--- src/rtl/fft_frame_scheduler_if.sv ---
// fft_frame_scheduler_if: signal bundle between the scheduler and the AC97/FFT/note-id blocks
interface fft_frame_scheduler_if;
  logic        enable;
  logic        ready;
  logic [15:0] from_ac97_data;
  logic [15:0] fft_din;
  logic        fft_din_valid;
  logic        fft_frame_first;
  logic        fft_rfd;
  logic        fft_done;
  logic        id_start;
  logic        id_done;
  logic [3:0]  id_note;
  logic [3:0]  note;
  logic        note_valid;
  logic [7:0]  drop_count;
  logic        timeout_err;
  modport master (
    input  enable, ready, from_ac97_data, fft_rfd, fft_done, id_done, id_note,
    output fft_din, fft_din_valid, fft_frame_first, id_start, note, note_valid, drop_count, timeout_err
  );
  modport slave (
    output enable, ready, from_ac97_data, fft_rfd, fft_done, id_done, id_note,
    input  fft_din, fft_din_valid, fft_frame_first, id_start, note, note_valid, drop_count, timeout_err
  );
endinterface

--- src/rtl/fft_frame_scheduler.sv ---
// fft_frame_scheduler: decimates AC97 samples into FFT frames and sequences the note-id scan
module fft_frame_scheduler #(
  parameter int FRAME_LEN  = 1024,
  parameter int DECIM      = 4,
  parameter int FIFO_DEPTH = 4,
  parameter int TIMEOUT    = 65535
) (
  input logic                   clk,
  input logic                   reset_n,
  fft_frame_scheduler_if.master bus
);
  localparam int PW = $clog2(FRAME_LEN + 1);
  localparam int DW = $clog2(DECIM + 1);
  localparam int AW = $clog2(FIFO_DEPTH);
  localparam int CW = AW + 1;
  localparam int TW = $clog2(TIMEOUT + 1);
  localparam logic [PW-1:0] FLEN  = PW'(FRAME_LEN);
  localparam logic [DW-1:0] DLAST = DW'(DECIM - 1);
  localparam logic [CW-1:0] DEPTH = CW'(FIFO_DEPTH);
  localparam logic [TW-1:0] TLAST = TW'(TIMEOUT - 1);
  localparam logic [1:0] IDLE = 2'd0, FILL = 2'd1, WAIT_FFT = 2'd2, IDENT = 2'd3;
  logic [1:0]    state, nxt, resume;
  logic          ready_d;
  logic [PW-1:0] push_cnt;
  logic [DW-1:0] decim_cnt;
  logic [TW-1:0] tmo_cnt;
  logic [16:0]   mem [FIFO_DEPTH];
  logic [16:0]   head;
  logic [AW-1:0] wr_ptr, rd_ptr;
  logic [CW-1:0] count;
  logic [15:0]   fft_din_q;
  logic          fft_din_valid_q, fft_frame_first_q, id_start_q, note_valid_q, timeout_err_q;
  logic [3:0]    note_q, id_buf;
  logic          id_pend;
  logic [7:0]    drop_q;
  logic          rise, fill, flush, frame_done, take, full, pop, push, drop, wait_st, done_here, tmo_fire;
  assign rise       = bus.ready && !ready_d;
  assign fill       = state == FILL;
  assign flush      = fill && !bus.enable;
  assign frame_done = push_cnt == FLEN;
  assign take       = fill && bus.enable && rise && decim_cnt == '0 && !frame_done;
  assign full       = count == DEPTH;
  assign pop        = bus.fft_rfd && count != '0 && !flush;
  assign push       = take && (!full || pop);
  assign drop       = take && full && !pop;
  assign wait_st    = state[1];
  assign done_here  = (state == WAIT_FFT && bus.fft_done) || (state == IDENT && bus.id_done);
  assign tmo_fire   = wait_st && !done_here && tmo_cnt == TLAST;
  assign resume     = bus.enable ? FILL : IDLE;
  assign head       = mem[rd_ptr];
  // next state: a wait state is left on its done pulse or on timeout
  always_comb begin
    nxt = state;
    case (state)
      IDLE:     nxt = bus.enable ? FILL : IDLE;
      FILL:     nxt = !bus.enable ? IDLE : (frame_done && count == '0) ? WAIT_FFT : FILL;
      WAIT_FFT: nxt = bus.fft_done ? IDENT : tmo_fire ? resume : WAIT_FFT;
      default:  nxt = (bus.id_done || tmo_fire) ? resume : IDENT;
    endcase
  end
  // control state, decimation, frame counting and FIFO pointers
  always_ff @(posedge clk or negedge reset_n)
    if (!reset_n) begin
      state     <= IDLE;
      ready_d   <= 1'b1;
      push_cnt  <= '0;
      decim_cnt <= '0;
      tmo_cnt   <= '0;
      wr_ptr    <= '0;
      rd_ptr    <= '0;
      count     <= '0;
    end else begin
      state     <= nxt;
      ready_d   <= bus.ready;
      push_cnt  <= fill ? push_cnt + PW'(push) : '0;
      decim_cnt <= (state == IDLE) ? '0 : (fill && bus.enable && rise) ? (decim_cnt == DLAST ? '0 : decim_cnt + DW'(1)) : decim_cnt;
      tmo_cnt   <= (wait_st && nxt == state) ? tmo_cnt + TW'(1) : '0;
      wr_ptr    <= flush ? '0 : wr_ptr + AW'(push);
      rd_ptr    <= flush ? '0 : rd_ptr + AW'(pop);
      count     <= flush ? '0 : count + CW'(push) - CW'(pop);
    end
  // sample storage; the top bit tags sample 0 of a frame
  always_ff @(posedge clk)
    if (push) mem[wr_ptr] <= {push_cnt == '0, bus.from_ac97_data};
  // registered outputs; the note result is staged one cycle before publishing
  always_ff @(posedge clk or negedge reset_n)
    if (!reset_n) begin
      fft_din_q         <= '0;
      fft_din_valid_q   <= 1'b0;
      fft_frame_first_q <= 1'b0;
      id_start_q        <= 1'b0;
      id_pend           <= 1'b0;
      id_buf            <= '0;
      note_q            <= '0;
      note_valid_q      <= 1'b0;
      drop_q            <= '0;
      timeout_err_q     <= 1'b0;
    end else begin
      fft_din_q         <= pop ? head[15:0] : fft_din_q;
      fft_din_valid_q   <= pop;
      fft_frame_first_q <= pop && head[16];
      id_start_q        <= state == WAIT_FFT && bus.fft_done;
      id_pend           <= state == IDENT && bus.id_done;
      id_buf            <= (state == IDENT && bus.id_done) ? bus.id_note : id_buf;
      note_q            <= id_pend ? id_buf : note_q;
      note_valid_q      <= id_pend;
      drop_q            <= (drop && drop_q != 8'hFF) ? drop_q + 8'd1 : drop_q;
      timeout_err_q     <= timeout_err_q || tmo_fire;
    end
  assign bus.fft_din         = fft_din_q;
  assign bus.fft_din_valid   = fft_din_valid_q;
  assign bus.fft_frame_first = fft_frame_first_q;
  assign bus.id_start        = id_start_q;
  assign bus.note            = note_q;
  assign bus.note_valid      = note_valid_q;
  assign bus.drop_count      = drop_q;
  assign bus.timeout_err     = timeout_err_q;
endmodule
--- src/flat_wrapper.sv ---
// flat-port wrapper written by rule: the top's interface ports become plain ports
module fft_frame_scheduler_flat 
#(
  parameter int FRAME_LEN  = 1024,
  parameter int DECIM      = 4,
  parameter int FIFO_DEPTH = 4,
  parameter int TIMEOUT    = 65535
)
  (clk, reset_n, bus_enable, bus_ready, bus_from_ac97_data, bus_fft_rfd, bus_fft_done, bus_id_done, bus_id_note, bus_fft_din, bus_fft_din_valid, bus_fft_frame_first, bus_id_start, bus_note, bus_note_valid, bus_drop_count, bus_timeout_err);
  fft_frame_scheduler_if bus_i ();
  input logic clk;
  input logic reset_n;
  input wire logic [$bits(bus_i.enable)-1:0] bus_enable;
  input wire logic [$bits(bus_i.ready)-1:0] bus_ready;
  input wire logic [$bits(bus_i.from_ac97_data)-1:0] bus_from_ac97_data;
  input wire logic [$bits(bus_i.fft_rfd)-1:0] bus_fft_rfd;
  input wire logic [$bits(bus_i.fft_done)-1:0] bus_fft_done;
  input wire logic [$bits(bus_i.id_done)-1:0] bus_id_done;
  input wire logic [$bits(bus_i.id_note)-1:0] bus_id_note;
  output wire logic [$bits(bus_i.fft_din)-1:0] bus_fft_din;
  output wire logic [$bits(bus_i.fft_din_valid)-1:0] bus_fft_din_valid;
  output wire logic [$bits(bus_i.fft_frame_first)-1:0] bus_fft_frame_first;
  output wire logic [$bits(bus_i.id_start)-1:0] bus_id_start;
  output wire logic [$bits(bus_i.note)-1:0] bus_note;
  output wire logic [$bits(bus_i.note_valid)-1:0] bus_note_valid;
  output wire logic [$bits(bus_i.drop_count)-1:0] bus_drop_count;
  output wire logic [$bits(bus_i.timeout_err)-1:0] bus_timeout_err;
  assign bus_i.enable = bus_enable;
  assign bus_i.ready = bus_ready;
  assign bus_i.from_ac97_data = bus_from_ac97_data;
  assign bus_i.fft_rfd = bus_fft_rfd;
  assign bus_i.fft_done = bus_fft_done;
  assign bus_i.id_done = bus_id_done;
  assign bus_i.id_note = bus_id_note;
  assign bus_fft_din = bus_i.fft_din;
  assign bus_fft_din_valid = bus_i.fft_din_valid;
  assign bus_fft_frame_first = bus_i.fft_frame_first;
  assign bus_id_start = bus_i.id_start;
  assign bus_note = bus_i.note;
  assign bus_note_valid = bus_i.note_valid;
  assign bus_drop_count = bus_i.drop_count;
  assign bus_timeout_err = bus_i.timeout_err;
  fft_frame_scheduler #(.FRAME_LEN(FRAME_LEN), .DECIM(DECIM), .FIFO_DEPTH(FIFO_DEPTH), .TIMEOUT(TIMEOUT)) u_core (.clk(clk), .reset_n(reset_n), .bus(bus_i));
endmodule
--- config.mk ---
export PLATFORM = sky130hd
export DESIGN_NAME = fft_frame_scheduler_flat
export DESIGN_NICKNAME = d
export VERILOG_FILES = /design/src/rtl/fft_frame_scheduler_if.sv /design/src/rtl/fft_frame_scheduler.sv /design/src/flat_wrapper.sv
export SDC_FILE = /design/constraint.sdc
export NUM_CORES = 1
export LEC_CHECK = 0
export CORE_MARGIN = 5
export CORE_UTILIZATION = 30
export DETAILED_ROUTE_END_ITERATION = 10
export GPL_TIMING_DRIVEN = 0
export HOLD_SLACK_MARGIN = 0.12
export PLACE_DENSITY_LB_ADDON = 0.2
export SETUP_SLACK_MARGIN = 0.02
export SYNTH_ARGS = -nofsm -noshare
export SYNTH_HDL_FRONTEND = slang
export SYNTH_SLANG_ARGS = --single-unit
--- constraint.sdc ---
create_clock -name clk -period 9.7 [get_ports clk]
set_input_delay 0.97 -clock clk [delete_from_list [all_inputs] [get_ports clk]]
set_output_delay 0.97 -clock clk [all_outputs]
set_load 0.02 [all_outputs]
==> out/metrics.yaml <==
worst_setup_path:
  critPathArrivalTime_ps: 4200
  max_stage_delay_ps: 560
  endpoint_kind: "register"
  crit_fanout: 10
  worstPathCellList: "clkdlybuf4s50_1 -> nor3b_4 -> or3_2 -> buf_2 -> buf_2 -> inv_1 -> ha_1 -> inv_1 -> ha_1 -> inv_1 -> fa_1 -> xor2_1 -> xnor2_1 -> nor2_1"
  cp_common_cell: "inv_1"
  reg2reg_depth: 14
  setup.worst_path.start_class: "input port"
  worstSetupPathType: "in2reg"
  cp_slowest_cell: "clkdlybuf4s50_1"
  required_ps: 9980
timing:
  drv_slew: 0
  tns_ps: 0
  max_freq_mhz: 255
  setup_slack_ps: 5780
  post-route-period-util_pct: 40.4
  rsz0062_at_grt: "no"
  skew_ps: 6.81
  slew_headroom_pct: 32.1
  tightest_slew_ps: 1020
  setup_violations: 0
  hold_viol_final: 0
  fin_crit_ps: 3920
  fin_hold_ws_ps: 456
clocking:
  postCtsSetupBuffers: 0
  clock_path_buffers: 2
  cts-htree-levels: 4
  cts.repair.resized: 0
  numCtsBuffers: 17
  ctsRootBufferMaster: "clkbuf_16"
  clock_latency_ps: 410
  clk_pin_slew_ps: 60
  cts_tree: "built"
  cts_hold_buf: 0
  cts.sinks: 146
grt:
  grt.total_usage_pct: 10.6
  grt_pass1_wl_um: 19600
  grt_overflow: 0
  grt_max_degree: 59
  antenna_found_initial: 1
  grt_pass1_vias: 3695
power_and_ir_drop:
  power.density_nw_per_um2: 229
  ir_drop_mv: 0.147
  p_leak_uw: 0.00301
routing:
  routed-wl-met2_um: 5450
  first_pass_iters: 4
  detail_route.wirelength_um: 11400
  drc_errors: 0
  vias: 3404
  drt_iter0_markers: 135
  met3WireLength_um: 510
  wl_per_cell_um: 15.0
  ant_nets: 0
  vias_per_cell: 4.47
  maxUsedRoutingLayer: "met4"
  wl_met1_um: 5300
floorplanning:
  core_area_um2: 20000
  row_count: 52
  die_x_um: 152
  ioPinCount: 60
  start_util_pct: 30.2
  die-area_um2: 23100
  die_height_um: 152
cells_and_area:
  multiInputGateArea_um2: 1940
  seqCellArea_um2: 4000
  instances_no_fill: 762
  nets: 517
  nFillCells: 1944
  drive_gt1_share_pct: 22.8
  area_growth_pct: 26.9
synthesis:
  ys_seq_elements: 146
  synth_enable_flop_cells: 68
  synth_area_leader_cell: "edfxtp_1"
  syn_area_per_cell_um2: 15.4
  yosysMostFrequentCell: "dfrtp_1"
  synthesis.area_um2: 6050
  ys_seq_area_share_pct: 66.0
  yosysWarnings: 0
  synth_ff_type: "dfrtp_1"
  async_reset_ff_share_pct: 53.4
  synth_top_area_share_pct: 33.7
  synth_fp_nets: 431
  synth_cells: 392
  synth_area_leaders: "edfxtp_1 (34%), dfrtp_1 (32%), mux4_2 (6.3%), mux2_2 (5.0%), xor2_1 (3.5%)"
  yosys-top-cells-count: "dfrtp_1 (77), edfxtp_1 (68), nor2_1 (37)"
  synth_cell_type_count: 48
status:
  status: "finished clean"
placement:
  post-dp-hpwl_um: 7770
  dp_slack_ps: 5250
  numPortBuffers: 59
  gp_congestion: 0.702
  dp.cells: 729
job:
  drv_cap: 0
hold_path:
  hp-class: "in2async"
-- final cells by class --
type                            count  area share [%]
Multi-Input combinational cell    221            25.3
Sequential cell                   146            52.0
Buffer                             13            1.11
Clock buffer                       18            5.72
Timing Repair Buffer               67            8.80
Clock inverter                     14            1.99
Tap cell                          270            4.40
Inverter                           12           0.587
Antenna cell                        1          0.0326
-- logic make-up after synthesis --
group	share of synthesized area (%)
flip-flops	66.0
AND/OR/NAND/NOR	11.1
XOR/XNOR	4.92
adder cells (fa/ha/maj)	2.61
buffers and inverters	2.15
AO/OA/AOI/OAI	1.55
multiplexers	11.6
-- routing by layer --
layer / GRT usage [%] / vias up
li1: - / 1605
met2: 17.0 / 64
met3: 3.84 / 9
met1: 13.7 / 1726
met4: 2.91 / 0
met5: 0 / -
-- through the flow --
step | util [%] | area (um2) | total power (uW)
final | 38.3 | 7680 | 1760
after global routing | 38.3 | 7680 | 1850
after CTS | 38.3 | 7670 | 1790
after detailed placement | 35.3 | 7080 | 1130
after global placement | 34.8 | 6980 | 1120
after floorplan | - | 6050 | 976
-- flip-flops by register name (all words and copies together) (netlist names), 2 cells and up --
register / count
u_core.wr_ptr: 2
u_core.rd_ptr: 2
u_core.decim_cnt: 3
u_core.tmo_cnt: 16
u_core.bus.note: 4
u_core.id_buf: 4
u_core.state: 2
u_core.mem: 68
u_core.bus.drop_count: 8
u_core.push_cnt: 11
u_core.bus.fft_din: 16
u_core.count: 3
-- critical path, delay by kind of cell --
| family | cells | cell delay (ps) |
|---|---|---|
| simple gates | 3 | 720 |
| xor+xnor | 2 | 300 |
| fa+ha+maj | 3 | 780 |
| buf+inv | 6 | 1390 |
-- power by group --
group	internal, uW	total (uW)	switching (uW)
sequential	705	738	33.2
combinational	197	368	171
clock	389	652	263
-- final timing paths --
kind                                             start                endpoint  slack [ps]
min in group clk                u_core.bus.timeout_err  u_core.bus.timeout_err         480
max in group asynchronous                      reset_n          u_core.ready_d        8580
worst min-delay path                           reset_n  u_core.bus.fft_din[15]         460
worst min register to register  u_core.bus.timeout_err  u_core.bus.timeout_err         480
worst max-delay path                        bus_enable         u_core.count[2]        5780
worst max register to register         u_core.state[1]         u_core.count[2]        6440
-- cells in the final DEF, fill, tap and decap left out, types with 8 or more instances in the layout --
cell	synthesis	final
nand3_1	21	21
inv_1	12	12
nor2_1	37	37
and3_1	8	8
ha_1	11	11
mux4_2	17	17
edfxtp_1	68	68
clkdlybuf4s50_1	0	58
buf_4	2	8
dfrtp_1	77	77
nand2_1	9	9
xnor2_1	10	10
clkbuf_16	0	17
xor2_1	24	24
nand4_1	8	8
mux2_2	27	27
Power figures use the tool's default switching activity.
